**src/rtl/cache_miss_ctrl.sv**
```systemverilog
// Miss sequencer for the 2-way data cache: lookup, optional dirty write-back, refill, replay.
// Optional hit/miss/write-back counters are enabled with CACHE_PERF_CNT_EN.
module cache_miss_ctrl #(
  parameter int DATA_WIDTH   = 32,
  parameter int ADDR_WIDTH   = 32,
  parameter int OFFSET_WIDTH = 2
) (
  input  logic                  clk,
  input  logic                  rst_n,
  input  logic                  cpu_req,
  input  logic                  cpu_we,
  input  logic [ADDR_WIDTH-1:0] cpu_addr,
  input  logic [DATA_WIDTH-1:0] cpu_wdata,
  output logic [DATA_WIDTH-1:0] cpu_rdata,
  output logic                  cpu_done,
  output logic                  stall,
  output logic [ADDR_WIDTH-1:0] cache_addr,
  input  logic                  cache_hit,
  input  logic [DATA_WIDTH-1:0] cache_rdata,
  input  logic                  victim_dirty,
  input  logic [ADDR_WIDTH-1:0] victim_addr,
  input  logic [DATA_WIDTH-1:0] victim_data,
  output logic                  cache_we,
  output logic [DATA_WIDTH-1:0] cache_wdata,
  output logic                  cache_fill,
  output logic [DATA_WIDTH-1:0] fill_data,
  output logic                  mem_req,
  output logic                  mem_we,
  output logic [ADDR_WIDTH-1:0] mem_addr,
  output logic [DATA_WIDTH-1:0] mem_wdata,
  input  logic [DATA_WIDTH-1:0] mem_rdata,
  input  logic                  mem_ack
`ifdef CACHE_PERF_CNT_EN
  ,
  output logic [31:0]           hit_count,
  output logic [31:0]           miss_count,
  output logic [31:0]           wb_count
`endif
);

  typedef enum logic [2:0] {S_IDLE, S_LOOKUP, S_WB, S_REFILL, S_FILL, S_RESP} state_t;

  localparam logic [ADDR_WIDTH-1:0] ALIGN_MASK =
    {{(ADDR_WIDTH-OFFSET_WIDTH){1'b1}}, {OFFSET_WIDTH{1'b0}}};

  state_t                state_q, state_d;
  logic                  we_q, we_d;
  logic [ADDR_WIDTH-1:0] addr_q, addr_d;
  logic [DATA_WIDTH-1:0] wdata_q, wdata_d;
  logic [ADDR_WIDTH-1:0] vaddr_q, vaddr_d;
  logic [DATA_WIDTH-1:0] vdata_q, vdata_d;
  logic [DATA_WIDTH-1:0] rdata_q, rdata_d;
  logic [DATA_WIDTH-1:0] fill_q, fill_d;

  always_comb begin
    state_d = state_q;
    we_d    = we_q;
    addr_d  = addr_q;
    wdata_d = wdata_q;
    vaddr_d = vaddr_q;
    vdata_d = vdata_q;
    rdata_d = rdata_q;
    fill_d  = fill_q;
    case (state_q)
      S_IDLE: if (cpu_req) begin
        we_d    = cpu_we;
        addr_d  = cpu_addr & ALIGN_MASK;
        wdata_d = cpu_wdata;
        state_d = S_LOOKUP;
      end
      S_LOOKUP: begin
        if (cache_hit) begin
          if (!we_q) rdata_d = cache_rdata;
          state_d = S_RESP;
        end else if (victim_dirty) begin
          // Snapshot the victim now; the cache may change it while memory is busy.
          vaddr_d = victim_addr & ALIGN_MASK;
          vdata_d = victim_data;
          state_d = S_WB;
        end else begin
          state_d = S_REFILL;
        end
      end
      S_WB:     if (mem_ack) state_d = S_REFILL;
      S_REFILL: if (mem_ack) begin
        fill_d  = mem_rdata;
        state_d = S_FILL;
      end
      S_FILL:   state_d = S_LOOKUP;
      S_RESP:   state_d = S_IDLE;
      default:  state_d = S_IDLE;
    endcase
  end

  always_ff @(posedge clk or negedge rst_n) begin
    if (!rst_n) begin
      state_q <= S_IDLE;
      we_q    <= 1'b0;
      addr_q  <= '0;
      wdata_q <= '0;
      vaddr_q <= '0;
      vdata_q <= '0;
      rdata_q <= '0;
      fill_q  <= '0;
    end else begin
      state_q <= state_d;
      we_q    <= we_d;
      addr_q  <= addr_d;
      wdata_q <= wdata_d;
      vaddr_q <= vaddr_d;
      vdata_q <= vdata_d;
      rdata_q <= rdata_d;
      fill_q  <= fill_d;
    end
  end

  assign cpu_rdata   = rdata_q;
  assign cpu_done    = (state_q == S_RESP);
  assign stall       = ((state_q == S_IDLE) && cpu_req) || (state_q == S_LOOKUP) ||
                       (state_q == S_WB) || (state_q == S_REFILL) || (state_q == S_FILL);
  assign cache_addr  = addr_q;
  assign cache_wdata = wdata_q;
  assign cache_we    = (state_q == S_LOOKUP) && cache_hit && we_q;
  assign cache_fill  = (state_q == S_FILL);
  assign fill_data   = fill_q;
  assign mem_req     = (state_q == S_WB) || (state_q == S_REFILL);
  assign mem_we      = (state_q == S_WB);
  assign mem_addr    = (state_q == S_WB) ? vaddr_q : (state_q == S_REFILL) ? addr_q : '0;
  assign mem_wdata   = (state_q == S_WB) ? vdata_q : '0;

`ifdef CACHE_PERF_CNT_EN
  // replay_q marks the post-refill lookup so it is not counted a second time.
  logic        replay_q, replay_d;
  logic [31:0] hit_q, hit_d, miss_q, miss_d, wb_q, wb_d;

  always_comb begin
    replay_d = replay_q;
    hit_d    = hit_q;
    miss_d   = miss_q;
    wb_d     = wb_q;
    if (state_q == S_IDLE && cpu_req) replay_d = 1'b0;
    if (state_q == S_FILL)            replay_d = 1'b1;
    if (state_q == S_LOOKUP && !replay_q) begin
      if (cache_hit) hit_d  = hit_q + 32'd1;
      else           miss_d = miss_q + 32'd1;
    end
    if (state_q == S_WB && mem_ack) wb_d = wb_q + 32'd1;
  end

  always_ff @(posedge clk or negedge rst_n) begin
    if (!rst_n) begin
      replay_q <= 1'b0;
      hit_q    <= '0;
      miss_q   <= '0;
      wb_q     <= '0;
    end else begin
      replay_q <= replay_d;
      hit_q    <= hit_d;
      miss_q   <= miss_d;
      wb_q     <= wb_d;
    end
  end

  assign hit_count  = hit_q;
  assign miss_count = miss_q;
  assign wb_count   = wb_q;
`endif

endmodule

```
**config.mk**
```make
export PLATFORM = sky130hd
export DESIGN_NAME = cache_miss_ctrl
export DESIGN_NICKNAME = d
export VERILOG_FILES = /design/src/rtl/cache_miss_ctrl.sv
export SDC_FILE = /design/constraint.sdc
export NUM_CORES = 1
export LEC_CHECK = 0
export BUFFER_PORTS_ARGS = -buffer_cell sky130_fd_sc_hd__buf_2
export CAP_MARGIN = 20
export CORE_AREA = 2 2 154 156
export CTS_BUF_LIST = sky130_fd_sc_hd__clkbuf_2
export CTS_CLUSTER_DIAMETER = 200
export DETAILED_ROUTE_END_ITERATION = 8
export DIE_AREA = 0 0 156 158
export HOLD_SLACK_MARGIN = 0.08
export MAX_ROUTING_LAYER = met4
export PLACE_DENSITY = 0.63
export SLEW_MARGIN = 40
export SYNTH_ARGS = -nofsm -noshare
export SYNTH_HDL_FRONTEND = slang
export SYNTH_SLANG_ARGS = --single-unit
```
**constraint.sdc**
```tcl
create_clock -name clk -period 4.6 [get_ports clk]
set_input_delay 0.23 -clock clk [delete_from_list [all_inputs] [get_ports clk]]
set_output_delay 0.23 -clock clk [all_outputs]
set_load 0.01 [all_outputs]
```
==> results.cfg <==
[place]
io_buffers = 388
place_inst = 1161
place_area_mm2 = 0.0100
hpwl_um = 15000
place.gp.congestion = 0.737

[worst_setup_path]
reg2reg_slack_ps = 2250
worst_ep_arrival_time_ps = 2990
slowest_stage = dfrtp_1
cp-endpoint = mem_addr[31]
r2r-start = state_q[1]$_DFFE_PN0P_
startpoint = state_q[1]$_DFFE_PN0P_
worst-setup-path-type = reg -> out
cp-end-kind = output port
cp.depth = 5
crit_chain = nor2b_1 -> nor2b_4 -> buf_4 -> a22o_1 -> buf_2
worstPathRequired_ps = 4370
reg2regPathDepth = 5
r2r_end = state_q[0]$_DFFE_PN0P_
worstPathMaxFanout = 47
slowest_delay_ps = 690
critPathLaunchType = flop
cpLargestDelayFamily = simple AND/OR/NAND/NOR gates
cp_num_buf_inv = 2

[layout]
layout-drive-gt1-share_pct = 51.0
multiInputGateArea_mm2 = 0.00283
fillCellCount = 1933
syn2layout_area_growth_pct = 55.9
instances_no_fill = 1393
final_nets = 1287
seq_area_mm2 = 0.00480
final_area_mm2 = 0.0123

[logic_synthesis]
synth_edf_count = 0
netlist_area_mm2 = 0.00789
synth.distinct_cells = 29
synth_cells = 508
synth_top_family_by_area = multiplexers
synth.area.top_cells = dfrtp_1, mux2_2, mux2_1
yosysTopAreaCellShare_pct = 60.9
synthAdderAreaFrac_pct = 0
synth_common_cells = dfrtp_1, mux2_2, mux2_1
synth_async_sr_flop_share_pct = 100
synth-main-ff-cell = dfrtp_1
seq_area_frac_synth_pct = 60.9
yosys_warnings = 0
syn-mean-instance-area_um2 = 15.5
yosysMostFrequentCell = dfrtp_1
synthMuxAreaShare_pct = 27.0
synthXorXnorAreaFrac_pct = 0
synth_area_leader_cell = dfrtp_1
synth_simple_gate_area_share_pct = 4.55
synth_compound_area_share_pct = 3.86
synth-seq-cells = 192

[outcome]
status = finished, final reports clean

[routing]
dr_total_vias = 6409
firstDrtPassIters = 5
route.detailed.drc = 0
drt_iter0_drc = 241
viasPerCell = 4.60
wirelength_um = 23500
post_drt_wl_per_cell_um = 16.8
antenna_left = 0

[sta]
drv_slew = 0
fin_crit_sh_pct = 69.9
max_freq_mhz = 311
hold_viol_final = 0
relSlewSlack_pct = 57.8
rsz0062_at_grt = false
fin_skew_ps = 40.1
setup-tns-final_ps = 0
min_period_ps = 3220
final-setup-viol-count = 0
worstMarginPinSlew_ps = 634

[cts]
cts_buffers = 17
clock_path_buffers = 2
clock-sinks = 192
path_clk_slew_ps = 320
root_buffer = clkbuf_2
h-tree-depth = 4
tritoncts = built
clk_latency_ps = 760
post_cts_buffers = 0

[grt]
grtUsageTotal_pct = 19.2
first_global_vias = 6895
grt_pass1_wl_um = 35800
grt-ovfl-total = 0
antenna_found_initial = 1
grt_start_max_net_pins = 117

[power_and_ir_drop]
leakagePower_nw = 6.05
power.density_mw_per_mm2 = 566
total_power_w = 0.00696
ir_drop_mv = 0.342

[floorplan]
fp.coreArea_mm2 = 0.0231
dieWidth_um = 156
dieArea_mm2 = 0.0246
die_h_um = 158
rows = 56
start_util_pct = 34.2
io_pins = 397

[run]
maxCapViolCount = 0

[hold_path]
worstHoldPathType = in -> reg
[where the power goes]
part / switching (W) / internal (W) / leakage, nW
clock: 0.000663 / 0.000229 / 0.156
combinational: 0.00144 / 0.00160 / 3.60
sequential: 0.000492 / 0.00253 / 2.29
[area by class of cell]
type,count,share of cell area [%]
tap,290,2.95
clock buffer,17,0.692
antenna,2,0.0407
inverter,1,0.0305
multi-input combinational,282,23.0
clock inverter,15,1.40
timing repair buffer,594,32.8
sequential,192,39.1
[logic make-up (layout without fill, tap and decap cells)]
group                  count (synthesis)  after routing
flip-flops                           192            192
multiplexers                         189            189
buffers and inverters                 37            627
AND/OR/NAND/NOR                       53             53
AO/OA/AOI/OAI                         36             36
other                                  1              6
[how the worst min path moves through the flow]
stage	slack [ps]	endpoint	cells past startpoint	from
floorplan	-70	cache_addr[10]$_DFFE_PN0P_	0	rst_n
global placement	430	vdata_q[12]$_DFFE_PN0P_	1	rst_n
detailed placement	260	vdata_q[12]$_DFFE_PN0P_	1	rst_n
CTS	90	vdata_q[30]$_DFFE_PN0P_	3	victim_data[30]
global route	90	cpu_rdata[6]$_DFFE_PN0P_	3	cache_rdata[6]
finish	180	we_q$_DFFE_PN0P_	5	cpu_req
[cells in the final DEF (no fill, tap or decap), types with 3 or more instances in the layout]
cell	n
buf_4	7
dfrtp_1	192
a22o_1	30
mux2_1	64
conb_1	4
inv_6	5
buf_2	387
clkbuf_2	17
and2_1	33
dlygate4sd3_1	197
nor2_1	4
mux2_2	124
nand2_1	4
clkinv_8	3
[what timing repair did]
item / CTS / global route
hold buffers: 198 / 0
endpoints found under the setup margin: 0 / 0
endpoints found under the hold margin: 359 / 0
gates resized for setup: 0 / 0
[worst min-delay path, cell delays in order]
cell and delay (ps):
buf_2 110, nor4b_4 120, buf_4 280, nand2_1 130
o21ai_0 60
[metal layers]
| layer | part of all wire, % | wire length, um | vias up | global-route usage (%) |
|---|---|---|---|---|
| li1 | - | - | 2947 | - |
| met1 | 40 | 9420 | 3157 | 21.9 |
| met2 | 51 | 11900 | 271 | 33.1 |
| met3 | 6.6 | 1550 | 34 | 4.38 |
| met4 | 2.4 | 563 | 0 | 7.47 |
| met5 | 0 | 0 | - | - |
[state kept, by name, summed over array words and instances, names as in the netlist]
signal / flops
cache_wdata: 32
vdata_q: 32
fill_data: 32
we_q: 1
cpu_rdata: 32
cache_addr: 30
state_q: 3
vaddr_q: 30
[stage by stage]
step	setup slack [ps]	utilization (%)	hold WS [ps]
2_1_floorplan	2940	-	-65.6
4_1_cts	1320	53.3	93.0
6_report	1380	53.3	183
5_1_grt	1080	53.3	94.5
3_3_place_gp	2060	43.4	434
3_5_place_dp	2230	43.5	258
Note: power is estimated with default switching activity, not from simulation.
